<file path="src/rtl/agm_pkg.sv">
// agm_pkg: shared constants for the asymmetric-RAM address generator.
// - AW_A_DEF : default port-A (byte, write) address width
// - AW_B_DEF : default port-B (word, read) address width, always AW_A-2
// - RATIO    : bytes per port-B word
// - RATIO_SH : log2(RATIO), used to scale the word pointer to bytes
// - LVL_W    : occupancy width for the default geometry (0..2**AW_A inclusive)
package agm_pkg;

  localparam int AW_A_DEF = 11;
  localparam int AW_B_DEF = 9;
  localparam int RATIO    = 4;
  localparam int RATIO_SH = 2;
  localparam int LVL_W    = AW_A_DEF + 1;

endpackage

</file>
<file path="src/rtl/agm_ptr.sv">
// agm_ptr: enable-gated wrapping counter with synchronous active-low clear.
// The MSB acts as the wrap bit when the counter is used as a FIFO pointer.
// Ports:
// - clk   : rising-edge clock
// - reset : synchronous clear, active low (takes priority over en)
// - en    : advance by one on the next rising edge
// - ptr   : registered count, wraps from all-ones to zero
module agm_ptr #(
  parameter int W = 12
) (
  input  logic         clk,
  input  logic         reset,
  input  logic         en,
  output logic [W-1:0] ptr
);

  always_ff @(posedge clk) begin
    if (!reset)
      ptr <= '0;
    else if (en)
      ptr <= ptr + W'(1);
  end

endmodule

</file>
<file path="src/rtl/agm.sv">
// agm: address generator for an asymmetric dual-port buffer RAM.
// Port A is the byte-wide write side, port B the 32-bit read side; one B word
// covers four consecutive A bytes. The two pointers behave like a FIFO so reads
// never overtake writes and writes never overwrite unread bytes.
// Ports:
// - Writeclk : single clock, rising edge
// - reset    : synchronous clear, active low
// - Enwr     : write request, advances addra by one byte when not full
// - Enrd     : read request, advances addrb by one word when not empty
// - addra    : port-A byte address (registered)
// - addrb    : port-B word address (registered)
// - full     : no free byte left
// - empty    : fewer than four unread bytes
// - level    : unread bytes, 0..2**AW_A
module agm
  import agm_pkg::*;
#(
  parameter int AW_A = AW_A_DEF,
  parameter int AW_B = AW_B_DEF
) (
  input  logic            Writeclk,
  input  logic            reset,
  input  logic            Enwr,
  input  logic            Enrd,
  output logic [AW_A-1:0] addra,
  output logic [AW_B-1:0] addrb,
  output logic            full,
  output logic            empty,
  output logic [AW_A:0]   level
);

  // Occupancy when every byte is unread: only the wrap bit of the difference set.
  localparam logic [AW_A:0] FULL_LVL  = {1'b1, {AW_A{1'b0}}};
  localparam logic [AW_A:0] WORD_LVL  = (AW_A+1)'(RATIO);

  logic [AW_A:0] wr_ptr;
  logic [AW_B:0] rd_ptr;
  logic          wr_go;
  logic          rd_go;

  // Accept decisions use flags derived from the pre-edge pointers, so a
  // simultaneous write and read both land on the same edge.
  assign wr_go = Enwr && !full;
  assign rd_go = Enrd && !empty;

  agm_ptr #(.W(AW_A+1)) u_wr_ptr (
    .clk   (Writeclk),
    .reset (reset),
    .en    (wr_go),
    .ptr   (wr_ptr)
  );

  agm_ptr #(.W(AW_B+1)) u_rd_ptr (
    .clk   (Writeclk),
    .reset (reset),
    .en    (rd_go),
    .ptr   (rd_ptr)
  );

  // Read pointer scaled to bytes; the subtraction wraps modulo 2**(AW_A+1),
  // which keeps the level correct across pointer wrap-around.
  assign level = wr_ptr - {rd_ptr, {RATIO_SH{1'b0}}};
  assign full  = (level == FULL_LVL);
  assign empty = (level < WORD_LVL);

  assign addra = wr_ptr[AW_A-1:0];
  assign addrb = rd_ptr[AW_B-1:0];

endmodule

</file>
<file path="config.mk">
export PLATFORM = sky130hd
export DESIGN_NAME = agm
export DESIGN_NICKNAME = d
export VERILOG_FILES = /design/src/rtl/agm_pkg.sv /design/src/rtl/agm_ptr.sv /design/src/rtl/agm.sv
export SDC_FILE = /design/constraint.sdc
export NUM_CORES = 1
export LEC_CHECK = 0
export ABC_AREA = 1
export BUFFER_PORTS_ARGS = -buffer_cell sky130_fd_sc_hd__buf_2
export CORE_MARGIN = 5
export CORE_UTILIZATION = 58
export DETAILED_ROUTE_END_ITERATION = 16
export MAX_ROUTING_LAYER = met4
export PLACE_DENSITY = 0.91
export SLEW_MARGIN = 20
export SYNTH_ARGS = -nofsm -noshare
export SYNTH_HDL_FRONTEND = slang
export SYNTH_SLANG_ARGS = --single-unit
</file>
<file path="constraint.sdc">
create_clock -name Writeclk -period 5.9 [get_ports Writeclk]
set_input_delay 1.77 -clock Writeclk [delete_from_list [all_inputs] [get_ports Writeclk]]
set_output_delay 1.77 -clock Writeclk [all_outputs]
set_load 0.02 [all_outputs]
</file>
Word level (Yosys, flattened, before mapping)

Cells that the tools add are included.

Register bits: 22
Latch bits: 0
RAM bits: 0
Memory bits (read-only): 0
Output and inout port bits: 34
Logic and storage cells: 11
Memories kept: 0

$add $sub $neg: 3
Multipliers: 0
Div/mod/pow operators: 0
$lt $le $gt $ge: 1
Equal/unequal tests: 1
Shifts and indexed selects: 0
Multiplexer cells: 0
Bitwise gates (word level): 0
Reduce and logical (&&, ||, !) cells: 4

Operator list:

| cell                                                                  | number |
|---|---|
| 12-bit by 1-bit adder with 12-bit output, second input constant       | 1 |
| 12-bit equality test, second input constant                           | 1 |
| 12-bit by 3-bit < comparator with 1-bit output, second input constant | 1 |
| 12-bit subtractor                                                     | 1 |
| 10-bit by 1-bit adder with 10-bit output, second input constant       | 1 |
| 1-bit logical AND                                                     | 2 |
| 1-bit logical NOT                                                     | 2 |

Logic depth before layout (Yosys ltp)

Gate-level depths: netlist of the first run.

Word-level depth: 4
Mapped depth: 17
Mapped depth without buffers: 16

By module

From an unflattened synthesis of the first run, not the netlist that was laid out.

Cells, all modules: 291
Area, all modules: 1839.3 um2

Modules (own cells, without submodules):

| module              | times used | cells an instance | area an instance (um2) | sequential area each (um2) |
|---|---|---|---|---|
| agm                 | 1          | 145               | 760.7                  | 0.0 |
| agm_ptr at u_wr_ptr | 1          | 80                | 611.8                  | 240.2 |
| agm_ptr at u_rd_ptr | 1          | 66                | 466.7                  | 200.2 |

Least setup slack after synthesis of the first run

Ideal clock, no wire load.

Path kind: register -> output
From: register u_wr_ptr.ptr[2]
To: output port full
Arrival time: 2.375 ns
Path slack: 1.755 ns
Stages on the path, launching flop included: 8
Path through: dfxtp_1 -> inv_1 -> ha_1 -> inv_1 -> fa_1 -> nor3b_1 -> nand3_2 -> nor4_1

Cells in the longest elaborated chain, start to end: 2

RTL lines:

| what                     | line          | RTL |
|---|---|---|
| start: declaration       | agm_ptr.sv:14 | `output logic [W-1:0] ptr` |
| start signal: assignment | agm_ptr.sv:21 | `ptr <= ptr + W'(1);` |
| 12-bit subtractor        | agm.sv:62     | `assign level = wr_ptr - {rd_ptr, {RATIO_SH{1'b0}}};` |
| named net level[3]       | agm.sv:29     | `output logic [AW_A:0] level` |
| 12-bit equality test     | agm.sv:63     | `assign full = (level == FULL_LVL);` |
| end: declaration         | agm.sv:27     | `output logic full,` |

The timed path passes the listed nets, and every way through them passes these cells.

Worst setup path after layout of the first run

From: register u_wr_ptr.ptr[2]
To: output port full

Cells in the longest elaborated chain, start to end: 2

RTL lines:

| what                 | line |
|---|---|
| 12-bit subtractor    | agm.sv:62 |
| 12-bit equality test | agm.sv:63 |

No other way between the ends.

==> results of run 1 <==
[power breakdown]
group,switching (W),internal (W)
Combinational,0.0000749,0.0000323
Sequential,0.00000423,0.000151
Clock,0.0000491,0.0000687
[layout make-up]
class / instances / area (µm²) / share of cell area
multi-input combinational: 219 / 1290 / 0.596
clock inverter: 1 / 30.0 / 0.0139
inverter: 37 / 139 / 0.0641
sequential: 22 / 440 / 0.203
timing repair buffer: 37 / 185 / 0.0855
clock buffer: 3 / 22.5 / 0.0104
tap: 46 / 57.6 / 0.0266
[cell usage after synthesis (all sizes together)]
master and count:
nor4 2, xnor2 7, a21oi 27, nor3b 1, nand4 4, nand2 84, nor3 4, fa 1
xor2 12, nand3 42, o21a 1, ha 12, inv 37, or2 1, nor2 19, nand3b 2
clkbuf 2, buf 27, dfxtp 22
[logic make-up after synthesis]
group	synth area share
buffers and inverters	0.170
AND/OR/NAND/NOR	0.370
adder cells (fa/ha/maj)	0.0816
XOR/XNOR	0.0798
flip-flops	0.211
AO/OA/AOI/OAI	0.0882
[path summary, 6_finish.rpt]
check	endpoint	startpoint	slack (ns)
worst max-delay path	full	u_wr_ptr.ptr[2]	1.57
worst min-delay path	u_rd_ptr.ptr[5]	u_rd_ptr.ptr[5]	0.51
worst max register to register	u_rd_ptr.ptr[3]	u_wr_ptr.ptr[2]	3.22
worst min register to register	u_rd_ptr.ptr[5]	u_rd_ptr.ptr[5]	0.51
[stage by stage]
stage          setup slack [ns]  cell area (µm²)  instances  total power [W]  utilization
4_1_cts                    1.56             2170        365         0.000381        0.634
3_5_place_dp               1.95             2110        361         0.000264        0.619
3_3_place_gp               2.02             2110        361         0.000262        0.619
6_report                   1.57             2170        365         0.000380        0.634
5_1_grt                    1.24             2170        365         0.000396        0.634
2_1_floorplan              1.75             2090        307         0.000242            -
[flip-flops by register name (all words and copies together), names as in the netlist]
register,flops
u_wr_ptr.ptr,12
u_rd_ptr.ptr,10
[per-layer routing]
metal	routed length (µm)	vias to the layer above	share of wire	GRT usage
li1	-	990	-	-
met1	2110	905	0.44	0.245
met2	2320	62	0.49	0.339
met3	266	9	0.056	0.0287
met4	79	0	0.017	0.0574
met5	0	-	0	-
[tightest hold or removal path, cell delays in order, from the launching register on]
cell and delay, ns:
dfxtp_1 0.36, nand2_1 0.07, a21oi_1 0.05
==> impl_metrics.ini, run 1 <==
[run_status]
outcome = finished, final reports clean

[timing]
tns_ns = 0
hold_ws_ns = 0.512
rsz0062_at_grt = no
drv_slew = 0
fin_crit_ns = 4.33
fmax_ghz = 0.231
slew_headroom = 0.445
min_period_over_period = 0.734
setup_violations = 0
tightest_slew_ns = 0.832
hold_viol = 0
worst_clock_skew_ns = 0.00548

[global_routing]
grt_max_degree = 22
grtUsageTotal = 0.199
first_global_vias = 1799
globalRoute.totalOverflow = 0
antenna_found_initial = 0
grt_first_pass_wirelength_mm = 7.93

[power_and_ir_drop]
leakage_nw = 1.07
power_density_nw_per_um2 = 176
peakVddDrop_v = 0.0000942

[final_layout]
layout.nets = 337
fillers = 321
drive_gt1_frac = 0.248
final_common_cell = nand2_1
diodes = 0
layout_common_cells = nand2_1 (62), nand3_1 (40), inv_1 (37), buf_2 (37), dfxtp_1 (22)
areaGrowthSynthToFinish_pct = 3.84

[place]
gp_congestion = 0.977
dp_hpwl_mm = 3.68
port_buffers = 37

[cts]
cts_hold_buf = 0
cts_tree = yes
numCtsBuffers = 3
cts_max_level = 1
cts_setup_buffers = 0
cts_resized = 0
clkTransAtPathRegs_ns = 0.13
root_buffer = clkbuf_4
clockBufferDepth = 2
cts_sinks = 22
clk_latency_ns = 0.32

[setup_path]
critPathTopFamily = simple AND/OR/NAND/NOR gates
cp.required_ns = 4.13
critPathKind = register to primary output
crit_path_max_fanout = 7
start_kind = register
crit_chain = inv_1 > ha_1 > inv_1 > fa_1 > or2_1 > nand2_1 > nand3_1 > nor2_1 > nand3_2 > nor4_1 > buf_2
critical_path_depth = 11
slowest_stage = fa_1
crit_buf_inv = 3
max_stage_delay_ns = 0.42
crit_top_cell = inv_1
ff2ff_path_depth = 14
critPathCaptureType = primary output
arrival_ns = 2.56

[synthesis]
synth_cells = 307
synth_top_area_frac = 0.211
yosysSeqAreaShare = 0.211
ys_ff_latch = 22
synth_area_leader_cell = dfxtp_1
synth_area_um2 = 2090
synth_area_leaders = dfxtp_1 (21%), nand2_1 (11%), nand3_1 (9.6%)
syn_area_per_cell_um2 = 6.79
ys_types = 27
syn-num-nets = 324
yosysWarnings = 0

[drt]
avgRoutedWirePerCell_um = 13.1
vias = 1966
drt_iter0_markers = 121
antenna_left = 0
avgViaCountPerCell = 5.39
drc = 0
routed_wirelength_mm = 4.77
first_pass_iters = 4

[die]
die-width_um = 70.0
ios = 38
num_rows = 21
initial_core_util = 0.611
die_h_um = 70.0
die_area_um2 = 4900
core_area_um2 = 3420

[hold_path]
hold_class = register to register
min_path_cells = 2

[run]
cap_violations = 0
Power figures use the tool's default switching activity.
==> run 2, diff against run 1 <==
- CORE_UTILIZATION: 58 -> 56
- PLACE_DENSITY: 0.91 -> 0.88
- clock period: 5.9 -> 4 ns (I/O delays scaled with it)
==> run 2 against run 1 <==
  * Clock skew decreased by 0.0041 ns
  * Highest routed layer unchanged
  * Non-clock buffer count unchanged
  * First-iteration DRC count increased by 21%
  * Critical path type unchanged
  * Total power increased by 57%
  * Sequential share of layout area decreased by 0.20 points
  * Register-to-register slack got worse by 1.8 ns
  * Via count decreased by 1.8%
  * Design area increased by 0.98%
==> impl_metrics.ini, run 2 (same netlist as run 1, synthesis figures left out) <==
[run_status]
outcome = finished, final reports clean

[drt]
wl_met2_mm = 2.35
drt_iter0_markers = 146
top_layer = met4
first_pass_iters = 4
avgRoutedWirePerCell_um = 13.0
routed_wirelength_mm = 4.76
vias = 1931
antenna_left = 0
wl_met1_mm = 2.14
drc = 0
wl_met3_um = 211
avgViaCountPerCell = 5.26

[die]
initial_core_util = 0.574
die_h_um = 71.0
ios = 38
die_area_um2 = 5050
num_rows = 22
core_area_um2 = 3630
die-width_um = 71.0

[setup_path]
cp.required_ns = 2.80
critPathKind = register to primary output
rrSetupSlack_ns = 1.39
critPathCaptureType = primary output
crit_path_max_fanout = 6
max_stage_delay_ns = 0.46
crit_chain = ha_1 > inv_1 > fa_1 > or2_1 > nand2_1 > nand3_1 > nor2_1 > nand3_2 > nor4_1 > buf_2
r2r-start = u_rd_ptr.ptr[0]
slowest_stage = dfxtp_1
start_kind = register
ff2ff_path_depth = 13
worstReg2RegEnd = u_rd_ptr.ptr[5]
arrival_ns = 2.48

[global_routing]
grt_max_degree = 22
first_global_vias = 1842
antenna_found_initial = 0
grt_first_pass_wirelength_mm = 8.14
grtUsageTotal = 0.199
globalRoute.totalOverflow = 0

[place]
dp_hpwl_mm = 3.74
gp_congestion = 0.911
port_buffers = 37

[cts]
cts_hold_buf = 0
clkTransAtPathRegs_ns = 0.08
cts_sinks = 22
numCtsBuffers = 3
cts_max_level = 1
cts_tree = yes
root_buffer = clkbuf_8
cts_setup_buffers = 0
clk_latency_ns = 0.26
cts_resized = 0
clockBufferDepth = 2

[hold_path]
hp-start = u_rd_ptr.ptr[4]
hold_class = register to register
min_path_cells = 2
holdPathEnd = u_rd_ptr.ptr[4]

[final_layout]
largest_register = u_wr_ptr.ptr
areaGrowthSynthToFinish_pct = 4.86
diodes = 0
fillers = 359
layout.nets = 337
largest_reg_flops = 12
layout_common_cells = nand2_1 (62), nand3_1 (40), inv_1 (37), buf_2 (37), dfxtp_1 (22)
largestRegisters = u_wr_ptr.ptr: 12 flops, u_rd_ptr.ptr: 10 flops
drive_gt1_frac = 0.248
final_common_cell = nand2_1
fin_util = 0.602

[timing]
rsz0062_at_grt = no
worst_clock_skew_ns = 0.00135
tns_ns = 0
setup_violations = 0
tightest_slew_ns = 0.858
drv_slew = 0
slew_headroom = 0.427
min_period_over_period = 0.920
fin_crit_ns = 3.68
hold_viol = 0
fmax_ghz = 0.272

[power_and_ir_drop]
power_density_nw_per_um2 = 273
peakVddDrop_v = 0.000137
leakage_nw = 1.08

[run]
cap_violations = 0
run 2: cell counts in the layout (fill, tap and decap cells not counted):
Identical to the previous run, type by type.
run 2: worst max path at each step:
stage / startpoint / to / slack (ns) / cells after the start
2_1_floorplan: u_wr_ptr.ptr[2] / full / 0.42 / 7
3_3_place_gp: u_wr_ptr.ptr[2] / full / 0.70 / 11
3_5_place_dp: u_wr_ptr.ptr[2] / full / 0.66 / 11
4_1_cts: u_rd_ptr.ptr[0] / full / 0.33 / 10
5_1_grt: u_wr_ptr.ptr[2] / empty / 0.08 / 13
6_report: u_rd_ptr.ptr[0] / full / 0.32 / 10
run 2: layout make-up:
class | count | area [µm²] | share of cell area
clock buffers | 3 | 41.3 | 0.0189
clock inverters | 1 | 30.0 | 0.0137
inverters | 37 | 139 | 0.0635
multi-input cells | 219 | 1290 | 0.590
flip-flops and latches | 22 | 440 | 0.201
well taps | 48 | 60.1 | 0.0275
repair buffers | 37 | 185 | 0.0847
run 2: through the flow:
step	power (W)	hold WS, ns	cell area (µm²)	instances	worst slack (ns)
floorplan	0.000357	0.467	2090	307	0.425
global placement	0.000388	0.483	2120	363	0.699
detailed placement	0.000390	0.490	2120	363	0.657
CTS	0.000598	0.503	2190	367	0.332
global route	0.000626	0.525	2190	367	0.0824
finish	0.000596	0.508	2190	367	0.320
run 2: critical path: cells and delay by family, from the launching register on:
kind / cells / cell delay [ns]
buffers and inverters: 2 / 0.30
and+or+nand+nor: 6 / 0.86
adders and majority gates: 2 / 0.61
DFF: 1 / 0.46
run 2: metal layers:
| layer | up-vias | track usage |
|---|---|---|
| li1 | 984 | - |
| met1 | 897 | 0.248 |
| met2 | 44 | 0.332 |
| met3 | 6 | 0.0384 |
| met4 | 0 | 0.0501 |
| met5 | - | - |
run 2: power breakdown:
part           internal [W]  total (W)  switching (W)
registers          0.000223   0.000229     0.00000663
clock network      0.000134   0.000211      0.0000770
logic             0.0000477   0.000156       0.000109
total              0.000404   0.000596       0.000192
